===== config.mk =====
export PLATFORM = sky130hd
export DESIGN_NAME = vga_scanout
export DESIGN_NICKNAME = d
export VERILOG_FILES = /design/src/rtl/vga_scanout.sv
export SDC_FILE = /design/constraint.sdc
export NUM_CORES = 1
export LEC_CHECK = 0
export ABC_AREA = 1
export BUFFER_PORTS_ARGS = -buffer_cell sky130_fd_sc_hd__buf_2
export CORE_MARGIN = 5
export CORE_UTILIZATION = 30
export CTS_CLUSTER_SIZE = 8
export DETAILED_ROUTE_END_ITERATION = 6
export GPL_TIMING_DRIVEN = 0
export SYNTH_ARGS = -nofsm -noshare
export SYNTH_HDL_FRONTEND = slang
export SYNTH_SLANG_ARGS = --single-unit

===== constraint.sdc =====
create_clock -name CLK -period 2.7 [get_ports CLK]
set_input_delay 0 -clock CLK [delete_from_list [all_inputs] [get_ports CLK]]
set_output_delay 0 -clock CLK [all_outputs]
set_load 0.01 [all_outputs]

===== src/rtl/vga_scanout.sv =====
// VGA timing generator and latency-matched framebuffer scanout with centred, scaled window.
// Optional colour-bar test pattern is compiled in with `define VGA_TESTPAT_EN.
module vga_scanout #(
    parameter int H_ACTIVE   = 640,
    parameter int H_FP       = 24,
    parameter int H_SYNC     = 40,
    parameter int H_TOTAL    = 832,
    parameter int V_ACTIVE   = 480,
    parameter int V_FP       = 9,
    parameter int V_SYNC     = 2,
    parameter int V_TOTAL    = 520,
    parameter int WIN_W      = 256,
    parameter int WIN_H      = 256,
    parameter int SCALE_LOG2 = 0,
    parameter int PIX_BITS   = 3,
    parameter int COLOR_BITS = 4,
    parameter int RAM_LAT    = 1,
    parameter int ADDR_W     = 17,
    parameter int SYNC_ACT   = 0
) (
    input  logic                  CLK,
    input  logic                  I_RESET_N,
    input  logic [PIX_BITS-1:0]   I_BORDER,
`ifdef VGA_TESTPAT_EN
    input  logic                  I_TESTPAT,
`endif
    output logic [ADDR_W-1:0]     O_VRAM_ADDR,
    input  logic [PIX_BITS-1:0]   I_VRAM_DATA,
    output logic                  O_HSYNC,
    output logic                  O_VSYNC,
    output logic [COLOR_BITS-1:0] O_VIDEO_R,
    output logic [COLOR_BITS-1:0] O_VIDEO_G,
    output logic [COLOR_BITS-1:0] O_VIDEO_B,
    output logic                  O_FRAME_START,
    output logic                  O_VBLANK
);

    localparam int WW    = WIN_W << SCALE_LOG2;
    localparam int WH    = WIN_H << SCALE_LOG2;
    localparam int LEFT  = (H_ACTIVE - WW) / 2;
    localparam int TOP   = (V_ACTIVE - WH) / 2;
    localparam int C     = PIX_BITS / 3;
    localparam int HW    = $clog2(H_TOTAL);
    localparam int VW    = $clog2(V_TOTAL);
    localparam int DEPTH = RAM_LAT + 1;
    localparam logic SYNC_ON = (SYNC_ACT != 0);

    if (WW > H_ACTIVE || WH > V_ACTIVE) begin : g_bad_window
        $error("vga_scanout: scaled window does not fit the active area");
    end
    if (PIX_BITS % 3 != 0 || PIX_BITS == 0) begin : g_bad_pix
        $error("vga_scanout: PIX_BITS must be a non-zero multiple of 3");
    end
    if (RAM_LAT < 1 || RAM_LAT > 3 || SCALE_LOG2 < 0 || SCALE_LOG2 > 2) begin : g_bad_cfg
        $error("vga_scanout: RAM_LAT or SCALE_LOG2 out of range");
    end

    typedef struct packed {
        logic       hs;
        logic       vs;
        logic       act;
        logic       win;
        logic       fs;
        logic       vb;
`ifdef VGA_TESTPAT_EN
        logic [2:0] bar;
`endif
    } ctl_t;

    logic [HW-1:0]         pixel_q, pixel_d;
    logic [VW-1:0]         line_q, line_d;
    logic [ADDR_W-1:0]     addr_q, addr_d;
    logic [PIX_BITS-1:0]   border_q;
    ctl_t                  ctl_s0;
    ctl_t                  tail;
    ctl_t                  pipe_q [DEPTH];
    logic [PIX_BITS-1:0]   pix;
    logic                  hsync_q, hsync_d, vsync_q, vsync_d;
    logic                  fs_q, vb_q;
    logic [COLOR_BITS-1:0] r_q, r_d, g_q, g_d, b_q, b_d;
`ifdef VGA_TESTPAT_EN
    logic                  testpat_q;
`endif

    // Repeat the channel pattern MSB-first until the DAC width is filled.
    function automatic logic [COLOR_BITS-1:0] expand(input logic [C-1:0] ch);
        logic [COLOR_BITS-1:0] e;
        for (int i = 0; i < COLOR_BITS; i++) begin
            e[COLOR_BITS-1-i] = ch[C-1-(i % C)];
        end
        return e;
    endfunction

    always_comb begin
        int px;
        int ln;
        px       = int'(pixel_q);
        ln       = int'(line_q);
        pixel_d  = (px == H_TOTAL - 1) ? '0 : pixel_q + 1'b1;
        line_d   = line_q;
        if (px == H_TOTAL - 1) begin
            line_d = (ln == V_TOTAL - 1) ? '0 : line_q + 1'b1;
        end
        ctl_s0     = '0;
        ctl_s0.hs  = (px >= H_ACTIVE + H_FP) && (px <= H_ACTIVE + H_FP + H_SYNC - 1);
        ctl_s0.vs  = (ln >= V_ACTIVE + V_FP) && (ln <= V_ACTIVE + V_FP + V_SYNC - 1);
        ctl_s0.act = (px < H_ACTIVE) && (ln < V_ACTIVE);
        ctl_s0.win = (px >= LEFT) && (px < LEFT + WW) && (ln >= TOP) && (ln < TOP + WH);
        ctl_s0.fs  = (px == 0) && (ln == 0);
        ctl_s0.vb  = (ln >= V_ACTIVE);
`ifdef VGA_TESTPAT_EN
        ctl_s0.bar = 3'(px / (H_ACTIVE / 8));
`endif
        addr_d = '0;
        if (ctl_s0.win) begin
            addr_d = ADDR_W'(((ln - TOP) >> SCALE_LOG2) * WIN_W + ((px - LEFT) >> SCALE_LOG2));
        end
    end

    // The tail of the shift register lines up with the vram data for the same position.
    always_comb begin
        tail    = pipe_q[DEPTH-1];
        hsync_d = tail.hs ? SYNC_ON : !SYNC_ON;
        vsync_d = tail.vs ? SYNC_ON : !SYNC_ON;
        pix     = '0;
        if (tail.act) begin
            pix = tail.win ? I_VRAM_DATA : border_q;
        end
        r_d = expand(pix[C-1:0]);
        b_d = expand(pix[2*C-1:C]);
        g_d = expand(pix[3*C-1:2*C]);
`ifdef VGA_TESTPAT_EN
        if (testpat_q && tail.act) begin
            r_d = {COLOR_BITS{tail.bar[0]}};
            b_d = {COLOR_BITS{tail.bar[1]}};
            g_d = {COLOR_BITS{tail.bar[2]}};
        end
`endif
    end

    always_ff @(posedge CLK) begin
        if (!I_RESET_N) begin
            pixel_q  <= '0;
            line_q   <= '0;
            addr_q   <= '0;
            border_q <= '0;
            for (int i = 0; i < DEPTH; i++) begin
                pipe_q[i] <= '0;
            end
            hsync_q  <= !SYNC_ON;
            vsync_q  <= !SYNC_ON;
            r_q      <= '0;
            g_q      <= '0;
            b_q      <= '0;
            fs_q     <= 1'b0;
            vb_q     <= 1'b0;
`ifdef VGA_TESTPAT_EN
            testpat_q <= 1'b0;
`endif
        end else begin
            pixel_q <= pixel_d;
            line_q  <= line_d;
            addr_q  <= addr_d;
            if (ctl_s0.fs) begin
                border_q <= I_BORDER;
`ifdef VGA_TESTPAT_EN
                testpat_q <= I_TESTPAT;
`endif
            end
            pipe_q[0] <= ctl_s0;
            for (int i = 1; i < DEPTH; i++) begin
                pipe_q[i] <= pipe_q[i-1];
            end
            hsync_q <= hsync_d;
            vsync_q <= vsync_d;
            r_q     <= r_d;
            g_q     <= g_d;
            b_q     <= b_d;
            fs_q    <= tail.fs;
            vb_q    <= tail.vb;
        end
    end

    assign O_VRAM_ADDR   = addr_q;
    assign O_HSYNC       = hsync_q;
    assign O_VSYNC       = vsync_q;
    assign O_VIDEO_R     = r_q;
    assign O_VIDEO_G     = g_q;
    assign O_VIDEO_B     = b_q;
    assign O_FRAME_START = fs_q;
    assign O_VBLANK      = vb_q;

endmodule

==> qor.csv, run 1 <==
metric;value;unit
grt_first_pass_wirelength;11450;microns
rsz0062_at_grt;false;
slew_viol_final;0;
irDropWorstVdd;0.0001955;V
synth_cell_types;30;
hold_path.class;in -> reg;
synth_area;0.003110;sq mm
synth_compound_area_frac;0.04907;
power-per-cell-area;465.0;mW/mm^2
drv_cap;0;
clock.fmax;439.6;MHz
hold_ws;0.03087;ns
pwr-share-comb;0.045;
required;2.95;ns
wl_per_cell;10.79;microns
port_buffers;40;
seqCellArea;0.001181;sq mm
worstSetupPathType;reg -> reg;
holdCritStartpoint;I_BORDER[0];
p_int;1267;uW
post_synth_fa_ha_maj_area_fraction;0.09091;
nFillCells;1081;
io_pins;41;
period_minus_slack;2.275;ns
end_kind;flip-flop;
tightest_slew;0.5673;ns
firstDrtPassIters;4;
drtIter0Drc;175;
power_frac_clock;0.438;
gp_congestion;0.8642;
rows;37;
cts-htree-levels;3;
syn-num-nets;464;
fp.dieW;111.8;microns
synth-async-reset-ratio;0;
synth_xor_area_frac;0.02253;
critPathLaunch;pixel_q[6];
ys_seq_elements;59;
cts_tree;done;
grt_overflow_total;0;
numCtsBuffers;9;
routed_via_density;4.266;
start_util;0.3040;
grt_max_degree;14;
critPathLaunchType;flip-flop;
hold_viol_final;0;
cts_resized;0;
synth.yosys.seq_area_share;0.3797;
synth_ff_type;dfxtp_1;
syn2layout_area_growth;19.39;%
arrival;2.52;ns
seqPwrFrac;0.517;
nets;520;
status;finished, final reports clean;
fin_area;0.003714;sq mm
routed_wl;6808;microns
p_leak;0.001977;uW
grt_antenna_before_repair;0;
core;0.01023;sq mm
synth.mux.area_fraction;0;
dpl.hpwl;5251;microns
grt_use_total;0.1128;
r2r-start;pixel_q[6];
cp_max_fo;8;
switchingPower;459.8;uW
dieHeight;111.8;microns
drive_gt1_frac;0.1960;
yosys.area_share.simple;0.3186;
ant_nets;0;
grt_pass1_vias;2477;
clk_pin_slew_worst_paths;0.08;ns
diodes;0;
fin_util;0.3630;
ys_warn_count;0;
clock_path_buffers;2;
post_cts_buffers;0;
setup-tns-final;0;ns
cts_sinks;59;
die_area;0.01250;sq mm
drc;0;
synthCells;434;
max_slew_margin;0.6204;
multi_input_area;0.001496;sq mm
cts-root-buf;clkbuf_8;
placed_cell_area;0.003481;sq mm
vias;2692;
avgSynthCellArea;7.167;sq um
fin_skew;0.01154;ns
synth_top_family_by_area;simple AND/OR/NAND/NOR gates;
setup_viol;0;
fin_crit_sh;0.8426;
synth-edff-count;0;
switching_share;0.2663;
insertion_delay;0.35;ns
==> final timing paths <==
path / end / slack [ns] / cells after the start
setup reg to reg: O_VRAM_ADDR[14] / 0.43 / 11
hold reg to reg: O_VSYNC / 0.35 / 1
hold / removal: border_q[0] / 0.03 / 5
setup / recovery: O_VRAM_ADDR[14] / 0.43 / 11
==> final cells by class <==
| cell class | instances | area share |
|---|---|---|
| timing repair buffer | 45 | 0.06739 |
| buffer | 18 | 0.03908 |
| inverter | 75 | 0.07749 |
| tap | 136 | 0.04582 |
| multi-input combinational | 282 | 0.4030 |
| clock buffer | 9 | 0.03336 |
| sequential | 59 | 0.3181 |
| clock inverter | 7 | 0.01584 |
==> cell usage in the layout, fill, tap and decap left out, types with 2 or more instances in the layout <==
cell type | netlist | final
nand3_2 | 2 | 2
inv_1 | 73 | 73
inv_6 | 0 | 3
nor3_1 | 4 | 4
nor2_2 | 11 | 11
dlygate4sd3_1 | 0 | 5
a31oi_1 | 3 | 3
nand2_1 | 103 | 103
nand2_2 | 4 | 4
a21oi_1 | 15 | 15
nand3_1 | 31 | 31
nand4_1 | 8 | 8
clkinv_4 | 1 | 2
buf_4 | 10 | 10
ha_1 | 21 | 21
xor2_1 | 7 | 7
clkbuf_8 | 0 | 9
o21ai_0 | 6 | 6
o21bai_2 | 2 | 2
buf_2 | 2 | 42
buf_6 | 5 | 5
clkinv_2 | 1 | 2
dfxtp_1 | 59 | 59
nand2_4 | 2 | 2
nor2_1 | 56 | 56
==> power groups by stage <==
stage | logic, uW | clock network, uW | registers [uW]
floorplan | 50.1 | 0 | 913
global placement | 71.3 | 0 | 913
detailed placement | 72.8 | 0 | 914
CTS | 78.5 | 784 | 893
global route | 90.1 | 819 | 895
finish | 78.1 | 756 | 893
==> logic make-up after synthesis <==
group,Yosys count
DFF,59
adders and majority gates,22
buffers and inverters,93
and+or+nand+nor,225
AOI/OAI and AO/OA,27
xor gates and xnor gates,8
==> worst max-delay path: stages, from the launching register on <==
cell     delay, ns
dfxtp_1       0.36
ha_1          0.30
nor2_1        0.49
ha_1          0.39
a21oi_1       0.16
nand2_1       0.14
nand2_1       0.11
nand2_1       0.05
nand2_1       0.05
nand2_1       0.04
nand2_1       0.05
inv_1         0.03
==> synthesized netlist by cell type (5+ instances only) <==
cell type    n  share of area
nand2_1    103           0.12
nor2_1      56          0.068
a21oi_1     15          0.024
nor2_2      11          0.022
xor2_1       7          0.020
o21ai_0      6         0.0097
nand3_1     31          0.050
inv_1       73          0.088
ha_1        21          0.084
nand4_1      8          0.016
dfxtp_1     59           0.38
buf_6        5          0.018
buf_4       10          0.024
==> what timing repair did <==
action | CTS | global route
endpoints found under the hold margin | 5 | 0
hold buffers | 5 | 0
setup endpoints to repair | 0 | 0
==> per-stage QoR <==
stage / cells / setup WS [ns] / power (uW)
finish: 631 / 0.4251 / 1727
global route: 631 / 0.2450 / 1805
CTS: 631 / 0.4332 / 1756
detailed placement: 610 / 0.4508 / 986.5
global placement: 610 / 0.5009 / 984.4
floorplan: 434 / 0.7285 / 962.6
==> per-layer routing <==
layer / global-route usage / vias to the layer above / routed length [microns] / share of wire
met3: 0.02826 / 9 / 403 / 0.059
met4: 0.04623 / 0 / 118 / 0.017
met5: 0 / - / 0 / 0
met1: 0.1357 / 1173 / 3058 / 0.45
met2: 0.1914 / 67 / 3227 / 0.47
li1: - / 1443 / - / -
==> state kept, by name (all words and copies together), names as in the netlist <==
signal	cells
O_VRAM_ADDR	17
pipe_q	12
border_q	3
line_q	10
pixel_q	10
O_VIDEO_R	1
O_VIDEO_G	1
O_HSYNC	1
O_VSYNC	1
O_FRAME_START	1
O_VIDEO_B	1
O_VBLANK	1
Note: power is estimated with default switching activity, not from simulation.
==> run 2, diff against run 1 <==
- clock period: 2.7 -> 2.2 ns (I/O delays scaled with it)
==> run 2 against run 1 <==
Against the previous run: count of clock-buffer cells in the layout stayed put; critical path depth is 2 higher; first-iteration DRC count is 31% lower; sequential cell count stayed put; global-route usage hardly changed; register-to-register slack worse by 0.23 ns; highest routed layer unchanged; worst setup slack worse by 0.23 ns; clock power is 22% higher; power is 23% higher; utilization is 0.24 points higher.
==> qor.csv, run 2 (synthesis gave the netlist of run 1 again) <==
metric;value;unit;change
fin_skew;0.01142;ns;was 0.01154 ns
wl_per_cell;10.86;microns;was 10.79 microns
io_pins;41;;unchanged
rows;37;;unchanged
grt.met1_usage;0.1357;;unchanged
grt_overflow_total;0;;unchanged
pwr-share-comb;0.045;;about the same
grt_first_pass_wirelength;11460;microns;was 11,450 microns
drv_cap;0;;unchanged
worstSetupPathType;reg -> reg;;unchanged
grt_max_degree;14;;unchanged
period_minus_slack;2.009;ns;was 2.275 ns
clk_pin_slew_worst_paths;0.07;ns;was 0.08 ns
arrival;2.26;ns;was 2.52 ns
end_kind;flip-flop;;unchanged
ant_nets;0;;unchanged
die_area;0.01250;sq mm;unchanged
max_slew_margin;0.7376;;was 0.6204
cts_sinks;59;;unchanged
cts_tree;done;;unchanged
setup_ws;0.1907;ns;was 0.4251 ns
port_buffers;40;;unchanged
fp.dieW;111.8;microns;unchanged
setup-tns-final;0;ns;unchanged
fin_crit_sh;0.9133;;was 0.8426
start_util;0.3040;;unchanged
vias;2706;;was 2,692
grt_use_total;0.1129;;was 0.1128
routed_wl;6851;microns;was 6808 microns
power_frac_clock;0.437;;was 0.438
p_leak;0.001972;uW;was 0.001977 uW
drtIter0Drc;121;;was 175
insertion_delay;0.35;ns;about the same
cts-root-buf;clkbuf_8;;unchanged
tightest_slew;0.3906;ns;was 0.5673 ns
cp_max_fo;6;;was 8
power-per-cell-area;566.2;mW/mm^2;was 465.0 mW/mm^2
largest_reg_flops;17;;unchanged
fin_util;0.3654;;was 0.3630
irDropWorstVdd;0.0002410;V;was 0.0001955 V
drive_gt1_frac;0.2081;;was 0.1960
layout_commonest_cell;nand2_1;;unchanged
switchingPower;563.1;uW;was 459.8 uW
setup_viol;0;;unchanged
status;finished, final reports clean;;unchanged
grt_pass1_vias;2477;;unchanged
nFillCells;1076;;was 1,081
hold_viol_final;0;;unchanged
slew_viol_final;0;;unchanged
dieHeight;111.8;microns;unchanged
place_worst_setup_slack;-0.04923;ns;was 0.4508 ns
critPathLaunchType;flip-flop;;unchanged
clock_path_buffers;2;;unchanged
routed_via_density;4.288;;was 4.266
p_int;1554;uW;was 1267 uW
required;2.45;ns;was 2.95 ns
top_usage_layer;met2;;unchanged
grtUsageMet3;0.02826;;unchanged
hold_path.class;in -> reg;;unchanged
final_cell_mix;nand2_1, inv_1, dfxtp_1;;unchanged
numCtsBuffers;9;;unchanged
diodes;0;;unchanged
switching_share;0.2660;;was 0.2663
cts-htree-levels;3;;unchanged
use_met2;0.1918;;was 0.1914
gp_congestion;0.8642;;unchanged
nets;520;;unchanged
syn2layout_area_growth;20.19;%;was 19.39%
seqPwrFrac;0.517;;about the same
firstDrtPassIters;4;;unchanged
dpl.hpwl;5251;microns;unchanged
drc;0;;unchanged
grt_antenna_before_repair;0;;unchanged
clock.fmax;497.7;MHz;was 439.6 MHz
core;0.01023;sq mm;unchanged
==> run 2: critical path, stage by stage, from the launching register on <==
cell,delay [ns]
dfxtp_2,0.40
ha_4,0.19
xnor2_1,0.12
ha_1,0.19
inv_1,0.06
fa_1,0.40
inv_1,0.07
nand3_1,0.08
nand2_2,0.13
nand2_1,0.08
nand3_1,0.07
nand2_1,0.05
nand2_1,0.05
inv_1,0.03
==> run 2: layout make-up <==
type                       count  area, sq um  share of cell area
buffer                        18        145.1             0.03882
clock buffer                   9        123.9             0.03313
clock inverter                 7        58.81             0.01573
inverter                      75        287.8             0.07697
multi-input combinational    282         1516              0.4056
sequential                    59         1186              0.3173
tap                          136        170.2             0.04552
timing repair buffer          45        250.2             0.06693
==> run 2: final timing paths <==
path	cells past startpoint	slack [ns]	endpoint	from
hold / removal	5	0.02	border_q[0]	I_BORDER[0]
setup reg to reg	13	0.19	O_VRAM_ADDR[14]	pixel_q[7]
hold reg to reg	1	0.35	O_VSYNC	pipe_q[0][10]
setup / recovery	13	0.19	O_VRAM_ADDR[14]	pixel_q[7]
==> run 2: through the flow <==
step / hold slack (ns) / cell area, sq um / instances / total power [uW]
2_1_floorplan: 0.1397 / 3110 / 434 / 1181
3_3_place_gp: 0.2592 / 3481 / 610 / 1208
3_5_place_dp: 0.2532 / 3481 / 610 / 1211
4_1_cts: 0.01363 / 3719 / 631 / 2155
5_1_grt: 0.1023 / 3739 / 631 / 2213
6_report: 0.02346 / 3739 / 631 / 2117
==> run 2: power groups by stage <==
stage / registers [uW] / logic (uW) / clock network [uW]
after CTS: 1100 / 96.3 / 962
after detailed placement: 1120 / 89.3 / 0
after global routing: 1100 / 110 / 1010
after floorplan: 1120 / 61.5 / 0
after global placement: 1120 / 87.5 / 0
final: 1090 / 96.3 / 926
==> run 2: layer usage <==
metal  vias up  wire length (microns)
li1       1444                      -
met1      1188                   3091
met2        66                   3260
met3         8                    388
met4         0                    110
met5         -                      0
==> run 2: repair_timing <==
item	in CTS	in global routing
endpoints found under the hold margin	5	0
endpoints found under the setup margin	5	4
hold buffers	5	0
cloned	0	0
resized for setup	2	6
setup buffers	0	0
==> run 3, diff against run 2 <==
- ABC_AREA: 1 -> default
- PLACE_DENSITY_LB_ADDON: default -> 0.2
- SKIP_LAST_GASP: default -> 1
==> run 3 against run 2 <==
Against the previous run: die area decreased by 5.1%; synthesized cell count decreased by 28%; final cell count decreased by 18%; worst setup slack got worse by 0.13 ns; sequential share of layout area increased by 0.55 points; area after synthesis decreased by 5.6%; highest routed layer unchanged.
==> qor.csv, run 3 <==
metric;value;unit;change
critPathLaunchType;flip-flop;;unchanged
hold_viol_final;0;;unchanged
dieHeight;108.9;microns;was 111.8 microns
grt_use_total;0.1189;;was 0.1129
power-per-cell-area;564.6;mW/mm^2;was 566.2 mW/mm^2
setup_ws;0.06157;ns;was 0.1907 ns
p_leak;0.001552;uW;was 0.001972 uW
final_cell_mix;dfxtp_1, buf_2, nor2_1;;was nand2_1, inv_1, dfxtp_1
arrival;2.36;ns;was 2.26 ns
period_minus_slack;2.138;ns;was 2.009 ns
synth_cell_types;57;;was 30
ys_warn_count;0;;unchanged
synthTopCellsByCount;dfxtp_1, nor2_1, ha_1;;was nand2_1, inv_1, dfxtp_1
critical_path.cell_chain;buf_4 -> a21oi_2 -> xor2_1 -> ha_1 -> a211oi_1 -> o21ai_0 -> a211oi_1 -> nor3_2;;was ha_4 -> xnor2_1 -> ha_1 -> inv_1 -> fa_1 -> inv_1 -> nand3_1 -> nand2_2 -> nand2_1 -> nand3_1 -> nand2_1 -> nand2_1 -> inv_1
synth_area;0.002935;sq mm;was 0.003110 sq mm
io_pins;41;;unchanged
synth.area.top_cells;dfxtp_1, ha_1, nor2_1, and2_1, xnor2_1;;was dfxtp_1, nand2_1, inv_1, ha_1, nor2_1
drtIter0Drc;136;;was 121
largest_reg_flops;17;;unchanged
grt_max_degree;11;;was 14
worstSetupPathType;reg -> reg;;unchanged
cts-root-buf;clkbuf_8;;unchanged
numCtsBuffers;9;;unchanged
hold_ws;0.3628;ns;was 0.02346 ns
drv_cap;0;;unchanged
dpl.hpwl;4637;microns;was 5251 microns
seqCellArea;0.001189;sq mm;was 0.001186 sq mm
synth.most_common_cell;dfxtp_1;;was nand2_1
fin_skew;0.007704;ns;was 0.01142 ns
place_worst_setup_slack;-0.2456;ns;was -0.04923 ns
rsz0062_at_grt;true;;
nets;407;;was 520
start_util;0.3045;;was 0.3040
routed_wl;6567;microns;was 6851 microns
synth.yosys.seq_area_share;0.4024;;was 0.3797
vias;2355;;was 2,706
insertion_delay;0.34;ns;was 0.35 ns
routed_via_density;4.573;;was 4.288
ys_seq_elements;59;;unchanged
slowest_delay;0.36;ns;was 0.40 ns
grt_overflow_total;0;;unchanged
cts-htree-levels;3;;unchanged
wl_per_cell;12.75;microns;was 10.86 microns
hold_path.class;reg -> reg;;was in -> reg
firstDrtPassIters;4;;unchanged
max_slew_margin;0.6367;;was 0.7376
cts_tree;done;;unchanged
tightest_slew;0.5399;ns;was 0.3906 ns
drc;0;;unchanged
yosys.area.top_type;dfxtp_1;;unchanged
avgSynthCellArea;9.408;sq um;was 7.167 sq um
die_area;0.01186;sq mm;was 0.01250 sq mm
layout_commonest_cell;dfxtp_1;;was nand2_1
rows;36;;was 37
multi_input_area;0.001592;sq mm;was 0.001516 sq mm
synthCells;312;;was 434
grt_first_pass_wirelength;11020;microns;was 11,460 microns
cp_max_fo;10;;was 6
diodes;0;;unchanged
syn-num-nets;342;;was 464
ant_nets;0;;unchanged
crit_slowest_cell;a211oi_1;;was dfxtp_2
port_buffers;39;;was 40
synth-edff-count;0;;unchanged
drive_gt1_frac;0.2723;;was 0.2081
fp.dieW;108.9;microns;was 111.8 microns
synth_top_area_frac;0.4024;;was 0.3797
slew_viol_final;0;;unchanged
synth-async-reset-ratio;0;;unchanged
gp_congestion;0.8271;;was 0.8642
clk_pin_slew_worst_paths;0.07;ns;about the same
syn2layout_area_growth;25.45;%;was 20.19%
fin_util;0.3820;;was 0.3654
p_total;2079;uW;was 2117 uW
nFillCells;1020;;was 1,076
fin_crit_sh;0.9720;;was 0.9133
grt_antenna_before_repair;0;;unchanged
synth_ff_type;dfxtp_1;;unchanged
required;2.42;ns;was 2.45 ns
cpMostUsedCell;a211oi_1;;
irDropWorstVdd;0.0002301;V;was 0.0002410 V
clock.fmax;467.6;MHz;was 497.7 MHz
end_kind;flip-flop;;unchanged
cts_sinks;59;;unchanged
status;finished, final reports clean;;unchanged
core;0.009639;sq mm;was 0.01023 sq mm
setup_viol;0;;unchanged
grt_pass1_vias;2294;;was 2,477
clock_path_buffers;2;;unchanged
-- run 3: changes by cell type after synthesis, sizes merged, moves of 5 or more --
cell / change
nand2: -95
a211oi: +5
clkbuf: +6
nand3: -19
nor2: -35
xnor2: +9
inv: -59
and2: +15
nor4: +6
-- run 3: worst max-delay path: cells and delay by family (launching register included) --
| family | cells | cell delay (ns) |
|---|---|---|
| AND/OR/NAND/NOR | 1 | 0.07 |
| AO/OA/AOI/OAI | 4 | 0.96 |
| adder cells (fa/ha/maj) | 1 | 0.28 |
| buffers and inverters | 1 | 0.18 |
| flip-flops | 1 | 0.31 |
| XOR/XNOR | 1 | 0.22 |
-- run 3: worst paths after layout --
check / start / end / slack, ns / cells after the start
hold reg to reg: pipe_q[0][10] / O_VSYNC / 0.36 / 1
setup / recovery: pixel_q[8] / O_VRAM_ADDR[15] / 0.06 / 8
hold / removal: pipe_q[0][10] / O_VSYNC / 0.36 / 1
setup reg to reg: pixel_q[8] / O_VRAM_ADDR[15] / 0.06 / 8
-- run 3: layout make-up --
class	count	area share
clock inverter	4	0.006796
tap	133	0.04519
inverter	15	0.01529
buffer	20	0.04519
multi-input combinational	218	0.4322
sequential	59	0.3228
clock buffer	12	0.04213
timing repair buffer	54	0.09038
-- run 3: kinds of logic after synthesis --
logic type,synth area share
flops,0.4024
fa+ha+maj,0.09633
buf+inv,0.07459
compound gates,0.1177
xor+xnor,0.05584
mux,0.01364
simple gates,0.2396
-- run 3: timing repair --
item | in CTS | in global routing
gates resized for setup | 10 | 5
endpoints found under the setup margin | 5 | 6
buffers inserted | 2 | 3
hold buffers | 10 | 0
pin swaps | 1 | 1
hold endpoints to repair | 9 | 0
-- run 3: per-stage QoR --
step	instances	instance area [sq um]	TNS [ns]
after floorplan	312	2953	0
after global placement	484	3314	-0.8836
after detailed placement	484	3314	-0.9635
after CTS	512	3641	-0.01557
after global routing	515	3682	-0.1869
final	515	3682	0
-- run 3: per-layer routing --
| metal | global-route usage | part of all wire |
|---|---|---|
| met4 | 0.04869 | 0.013 |
| met3 | 0.03197 | 0.047 |
| met1 | 0.1608 | 0.50 |
| met2 | 0.1789 | 0.44 |
| met5 | 0 | 0 |
-- run 3: power by group --
group / switching, uW / leakage (uW) / internal, uW
registers: 10.7 / 0.000479 / 1080
clock network: 437 / 0.0000884 / 466
logic: 42.6 / 0.000984 / 41.2
